File: config.mk
export PLATFORM = sky130hd
export DESIGN_NAME = clk_phase_tracker_flat
export DESIGN_NICKNAME = d
export VERILOG_FILES = /design/src/rtl/clk_phase_tracker_if.sv /design/src/rtl/clk_phase_tracker.sv /design/src/flat_wrapper.sv
export SDC_FILE = /design/constraint.sdc
export NUM_CORES = 1
export LEC_CHECK = 0
export ABC_AREA = 1
export CAP_MARGIN = 5
export CORE_MARGIN = 4
export CORE_UTILIZATION = 52
export DETAILED_ROUTE_END_ITERATION = 8
export PLACE_DENSITY = 0.76
export SLEW_MARGIN = 0
export SYNTH_ARGS = -nofsm -noshare
export SYNTH_HDL_FRONTEND = slang
export SYNTH_SLANG_ARGS = --single-unit
File: constraint.sdc
create_clock -name clk -period 1.65 [get_ports clk]
set_input_delay 0.165 -clock clk [delete_from_list [all_inputs] [get_ports clk]]
set_output_delay 0.165 -clock clk [all_outputs]
set_load 0.005 [all_outputs]
File: src/rtl/clk_phase_tracker_if.sv
// Bus between a clk_phase_tracker and its surroundings: the divided clock in,
// the recovered phase, lock and error status out.
interface clk_phase_tracker_if #(
    parameter int DSR   = 4,
    parameter int ERR_W = 8
);
    localparam int CW = (DSR > 1) ? $clog2(DSR) : 1;

    logic          slowIn;
    logic [CW-1:0] cntOut;
    logic          strobe;
    logic          locked;
    logic          errPulse;
    logic [ERR_W-1:0] errCount;

    modport master (
        output slowIn,
        input  cntOut, strobe, locked, errPulse, errCount
    );

    modport slave (
        input  slowIn,
        output cntOut, strobe, locked, errPulse, errCount
    );
endinterface

File: src/rtl/clk_phase_tracker.sv
// Recovers the phase counter of a divided clock sampled in the clk domain,
// tracks phase lock and counts period/duty violations.
//
// state    | meaning
// ---------+--------------------------------------------------------------
// UNLOCKED | waiting for a rise; no checks
// ACQUIRE  | aligned to a rise; counting on-time rises up to LOCK_CNT
// LOCKED   | LOCK_CNT consecutive on-time rises seen; locked asserted
module clk_phase_tracker #(
    parameter int DSR      = 4,
    parameter int LOCK_CNT = 3,
    parameter int ERR_W    = 8
) (
    input  logic clk,
    input  logic rst,
    clk_phase_tracker_if.slave bus
);
    localparam int CW = (DSR > 1) ? $clog2(DSR) : 1;

    logic [CW-1:0]    cnt;
    logic             strobeR;
    logic             lockedR;
    logic             errPulseR;
    logic [ERR_W-1:0] errCountR;

    assign bus.cntOut   = cnt;
    assign bus.strobe   = strobeR;
    assign bus.locked   = lockedR;
    assign bus.errPulse = errPulseR;
    assign bus.errCount = errCountR;

    generate
        if (DSR == 1) begin : g_bypass
            // A ratio of one carries no phase information: permanently locked.
            logic unused_slow;
            assign unused_slow = bus.slowIn;
            assign cnt         = '0;
            assign errPulseR   = 1'b0;
            assign errCountR   = '0;

            always_ff @(posedge clk or posedge rst) begin
                if (rst) begin
                    lockedR <= 1'b0;
                    strobeR <= 1'b0;
                end else begin
                    lockedR <= 1'b1;
                    strobeR <= 1'b1;
                end
            end
        end else begin : g_track
            localparam int H  = DSR / 2;
            localparam int GW = $clog2(LOCK_CNT + 1);
            localparam logic [CW-1:0] LAST    = CW'(DSR - 1);
            localparam logic [CW-1:0] DUTY_AT = CW'(H - 1);

            typedef enum logic [1:0] {UNLOCKED, ACQUIRE, LOCKED} state_t;

            state_t        state, stateNxt;
            logic [GW-1:0] goodCnt, goodNxt;
            logic [CW-1:0] cntNxt;
            logic          sPrev;
            logic          rise, fall, atEnd;
            logic          early, missing, dutyErr, violation;

            always_comb begin
                rise      = bus.slowIn & ~sPrev;
                fall      = ~bus.slowIn & sPrev;
                atEnd     = (cnt == LAST);
                early     = rise & ~atEnd;
                missing   = atEnd & ~rise;
                dutyErr   = fall & (cnt != DUTY_AT);
                cntNxt    = (rise || atEnd) ? '0 : cnt + 1'b1;
                stateNxt  = state;
                goodNxt   = goodCnt;
                violation = 1'b0;

                case (state)
                    UNLOCKED: begin
                        if (rise) begin
                            stateNxt = ACQUIRE;
                            goodNxt  = '0;
                        end
                    end
                    ACQUIRE, LOCKED: begin
                        // Missing rise outranks a coincident duty error.
                        if (missing) begin
                            violation = 1'b1;
                            stateNxt  = UNLOCKED;
                            goodNxt   = '0;
                        end else if (early || dutyErr) begin
                            violation = 1'b1;
                            stateNxt  = ACQUIRE;
                            goodNxt   = '0;
                        end else if (rise && state == ACQUIRE) begin
                            goodNxt = goodCnt + 1'b1;
                            if (goodCnt == GW'(LOCK_CNT - 1))
                                stateNxt = LOCKED;
                        end
                    end
                    default: begin
                        stateNxt = UNLOCKED;
                        goodNxt  = '0;
                    end
                endcase
            end

            always_ff @(posedge clk or posedge rst) begin
                if (rst) begin
                    state     <= UNLOCKED;
                    goodCnt   <= '0;
                    sPrev     <= 1'b1;
                    cnt       <= '0;
                    lockedR   <= 1'b0;
                    strobeR   <= 1'b0;
                    errPulseR <= 1'b0;
                    errCountR <= '0;
                end else begin
                    state     <= stateNxt;
                    goodCnt   <= goodNxt;
                    sPrev     <= bus.slowIn;
                    cnt       <= cntNxt;
                    lockedR   <= (stateNxt == LOCKED);
                    strobeR   <= (stateNxt == LOCKED) && (cntNxt == '0);
                    errPulseR <= violation;
                    if (violation && (errCountR != '1))
                        errCountR <= errCountR + 1'b1;
                end
            end
        end
    endgenerate
endmodule

File: src/flat_wrapper.sv
// flat-port wrapper written by rule: the top's interface ports become plain ports
module clk_phase_tracker_flat 
#(
    parameter int DSR      = 4,
    parameter int LOCK_CNT = 3,
    parameter int ERR_W    = 8
)
  (clk, rst, bus_slowIn, bus_cntOut, bus_strobe, bus_locked, bus_errPulse, bus_errCount);
  clk_phase_tracker_if #(.DSR(DSR), .ERR_W(ERR_W)) bus_i ();
  input  logic clk;
  input  logic rst;
  input wire logic [$bits(bus_i.slowIn)-1:0] bus_slowIn;
  output wire logic [$bits(bus_i.cntOut)-1:0] bus_cntOut;
  output wire logic [$bits(bus_i.strobe)-1:0] bus_strobe;
  output wire logic [$bits(bus_i.locked)-1:0] bus_locked;
  output wire logic [$bits(bus_i.errPulse)-1:0] bus_errPulse;
  output wire logic [$bits(bus_i.errCount)-1:0] bus_errCount;
  assign bus_i.slowIn = bus_slowIn;
  assign bus_cntOut = bus_i.cntOut;
  assign bus_strobe = bus_i.strobe;
  assign bus_locked = bus_i.locked;
  assign bus_errPulse = bus_i.errPulse;
  assign bus_errCount = bus_i.errCount;
  clk_phase_tracker #(.DSR(DSR), .LOCK_CNT(LOCK_CNT), .ERR_W(ERR_W)) u_core (.clk(clk), .rst(rst), .bus(bus_i));
endmodule
==> results of run 1 <==
[worst max path at each step]
stage	from	to	slack [ns]	depth (start not counted)
after floorplan	u_core.bus.cntOut[0]	u_core.bus.errCount[0]	0.20	9
after global placement	bus_slowIn	u_core.bus.strobe	0.09	9
after detailed placement	bus_slowIn	u_core.bus.errCount[0]	0.01	8
after CTS	u_core.bus.cntOut[0]	u_core.bus.errCount[0]	0.03	9
after global routing	u_core.bus.cntOut[0]	u_core.bus.strobe	-0.009	9
final	u_core.bus.cntOut[0]	u_core.bus.errCount[0]	0.11	9
[tightest hold or removal path: stages]
cell and delay, ns:
clkdlybuf4s50_1 0.40, inv_1 0.05, buf_4 0.24
[layout by cell type (no fill, tap or decap), types with 3 or more instances in the layout]
master	netlist	routed
nor2_4	5	5
inv_1	21	21
o21ai_0	3	3
buf_4	0	5
xnor2_1	4	4
nor2_1	6	6
dfrtp_1	17	17
clkdlybuf4s50_1	0	15
nand3_2	4	3
nand2_2	4	4
nand2_1	29	29
a21oi_1	3	3
ha_1	7	5
clkbuf_4	0	3
[cell usage after synthesis, types with 2 or more instances]
master | count | area, sq um
nand2_1 | 29 | 109
inv_1 | 21 | 78.8
dfrtp_1 | 17 | 425
ha_1 | 7 | 87.6
nor2_1 | 6 | 22.5
nor2_4 | 5 | 56.3
nand2_2 | 4 | 25.0
nand3_2 | 4 | 40.0
xnor2_1 | 4 | 35.0
a21oi_1 | 3 | 15.0
o21ai_0 | 3 | 15.0
nand3_1 | 2 | 10.0
nor2_2 | 2 | 12.5
o21ai_2 | 2 | 17.5
[sequential cells by signal, summed over array words and instances, names as in the netlist]
signal and cells:
u_core.bus.cntOut 2, u_core.bus.errCount 8, u_core.bus.errPulse 1, u_core.bus.locked 1
u_core.bus.strobe 1, u_core.g_track.goodCnt 2, u_core.g_track.sPrev 1, u_core.g_track.state 2
[area by class of cell]
cell class,count,area [sq um],share of cell area
inverters,22,82.6,0.0627
well taps,25,31.3,0.0237
repair buffers,21,199,0.151
flip-flops and latches,18,452,0.343
multi-input cells,77,517,0.392
clock buffers,4,36.3,0.0275
[routing by layer]
metal / up-vias / track usage
met4: 0 / 0.0638
li1: 402 / -
met3: 2 / 0.0285
met5: - / 0
met1: 390 / 0.207
met2: 15 / 0.277
[cells by family after synthesis]
logic type | after synthesis
AND/OR/NAND/NOR | 55
adder cells (fa/ha/maj) | 7
buffers and inverters | 23
XOR/XNOR | 6
flip-flops | 18
AO/OA/AOI/OAI | 9
[power groups by stage]
stage               Combinational, mW  Clock [mW]  Sequential (mW)
floorplan                       0.606           0            0.695
global route                     1.16       0.291            0.708
CTS                             0.951       0.278            0.686
detailed placement              0.944           0            0.693
global placement                0.913           0            0.686
finish                           1.04       0.276            0.683
[metrics by stage]
step / util / setup TNS [ns] / hold slack, ns
final: 0.731 / 0 / 0.172
after global routing: 0.731 / -0.00895 / 0.208
after CTS: 0.708 / 0 / 0.180
after detailed placement: 0.688 / 0 / 0.484
after global placement: 0.688 / 0 / 0.471
after floorplan: - / 0 / 0.103
[what timing repair did]
action	in CTS	in global routing
resized for setup	0	4
setup endpoints to repair	0	10
buffers inserted	0	2
==> qor.csv, run 1 <==
metric;value;unit
endpoints failing hold;0;
Synth Area in Simple Gates;0.283;
Core ar.;0.00180;sq mm
Worst Path Required;1.84;ns
critical path's top delay family;flip-flops;
met2 WL;876;microns
Net Sw Power;774;uW
Port Buffers;15;
CP bufs+invs;3;
Synth Instances;118;
hold_buf cts;0;
met3 wire length;65;microns
Pins Over Slew Limit;0;
vias per cell;4.84;
syn avg cell area;8.81;sq um
Initial Util;0.577;
Synth cell types;23;
fin nets;153;
Post-DP Area;0.00124;sq mm
Die Wd;52.7;microns
Final WS setup;0.109;ns
Seq/Total Area, Yosys;0.434;
Clock Tree Buf Depth;2;
worst vdd ir;988;uV
Leakage;0.673;nW
count of standard-cell rows;15;
CP Max Fanout;5;
Final HPWL DP;1.45;mm
slowest stage delay, CP;0.44;ns
Post-Synth XOR/XNOR Area;0.0578;
worst setup path class;flip-flop to flip-flop;
remaining antenna violation count;0;
crit-path cells;ha_2, inv_1, nand3_1, nand2_2, nor2_2, inv_2, nand3_4, buf_4, xnor2_2;
placer congestion estimate;0.836;
DRT met1 WL;922;microns
R2R Path Start;u_core.bus.cntOut[0];
worst path arrival time;1.73;ns
status;finished clean;
initial DRC count;14;
Placed Cells;161;
Hold Path Class;input port to async pin;
DR top layer;met4;
Final Critical Period;1.54;ns
count of final setup violators;0;
clk root buf;clkbuf_4;
Worst setup SP type;flip-flop;
Setup WS pre-CTS;0.0136;ns
Synth Area in Compound Gates;0.0505;
Post-synth top flop;dfrtp_1;
Ant. Diodes;0;
initial antenna violation count;0;
Int Pwr;1.22;mW
die area;0.00278;sq mm
Critical-path top delay cell;dfrtp_1;
#FFs+latches synth;18;
r2r setup slk;0.11;ns
CP endpoint kind;flip-flop;
Post-Syn Area;0.00104;sq mm
Clock Power Share;0.138;
Worst slew margin;0.834;
ys async rst share;1.00;
DRC viols;0;
die height;52.7;microns
worst-margin pin slew;0.248;ns
CTS H-tree depth;1;
Tot Pwr;1.99;mW
GRT Resource Usage Total;0.165;
PD cells;1510;mW/mm^2
mux cell area share after synthesis;0;
via count;809;
maxcap violations;0;
Seq pwr share;0.342;
worst clock skew;0.00623;ns
Switching Share;0.388;
CTS sink cnt;18;
Syn-to-layout area delta;26.7;%
f_max;0.649;GHz
largest net degree at the start of global routing;19;
share of cells above drive strength 1;0.225;
vias in the first global route;786;
Num CTS Buffers;3;
Clk Latency, worst-skew pair;0.29;ns
CTS tree;done;
Mapped Nets;128;
First-pass DRT Iterations;6;
number of fill cells in the layout;145;
Synth warnings;0;
first-pass GRT wire length;3.37;mm
WL final;1.88;mm
Post-Synth Adder-Cell Area;0.0842;
number of enable flip-flop cells after synthesis;0;
WL/cell;11.3;microns
grt total ovfl;0;
Worst R2R End;u_core.bus.errCount[0];
CTS clk-pin slew, worst paths;0.11;ns
worst r2r path cells;9;
combinational family with the most area after synthesis;simple AND/OR/NAND/NOR gates;
Final Cycle Share;0.934;
final instance area;0.00132;sq mm
Final Non-Filler Cells;167;
Comb power frac;0.519;
I/O pin cnt;16;
Note: power is estimated with default switching activity, not from simulation.
==> run 2, diff against run 1 <==
Settings changed: CAP_MARGIN 5 to not set.
==> results of run 2 <==
No change in the layout: final DEF, timing and power equal those of run 1.
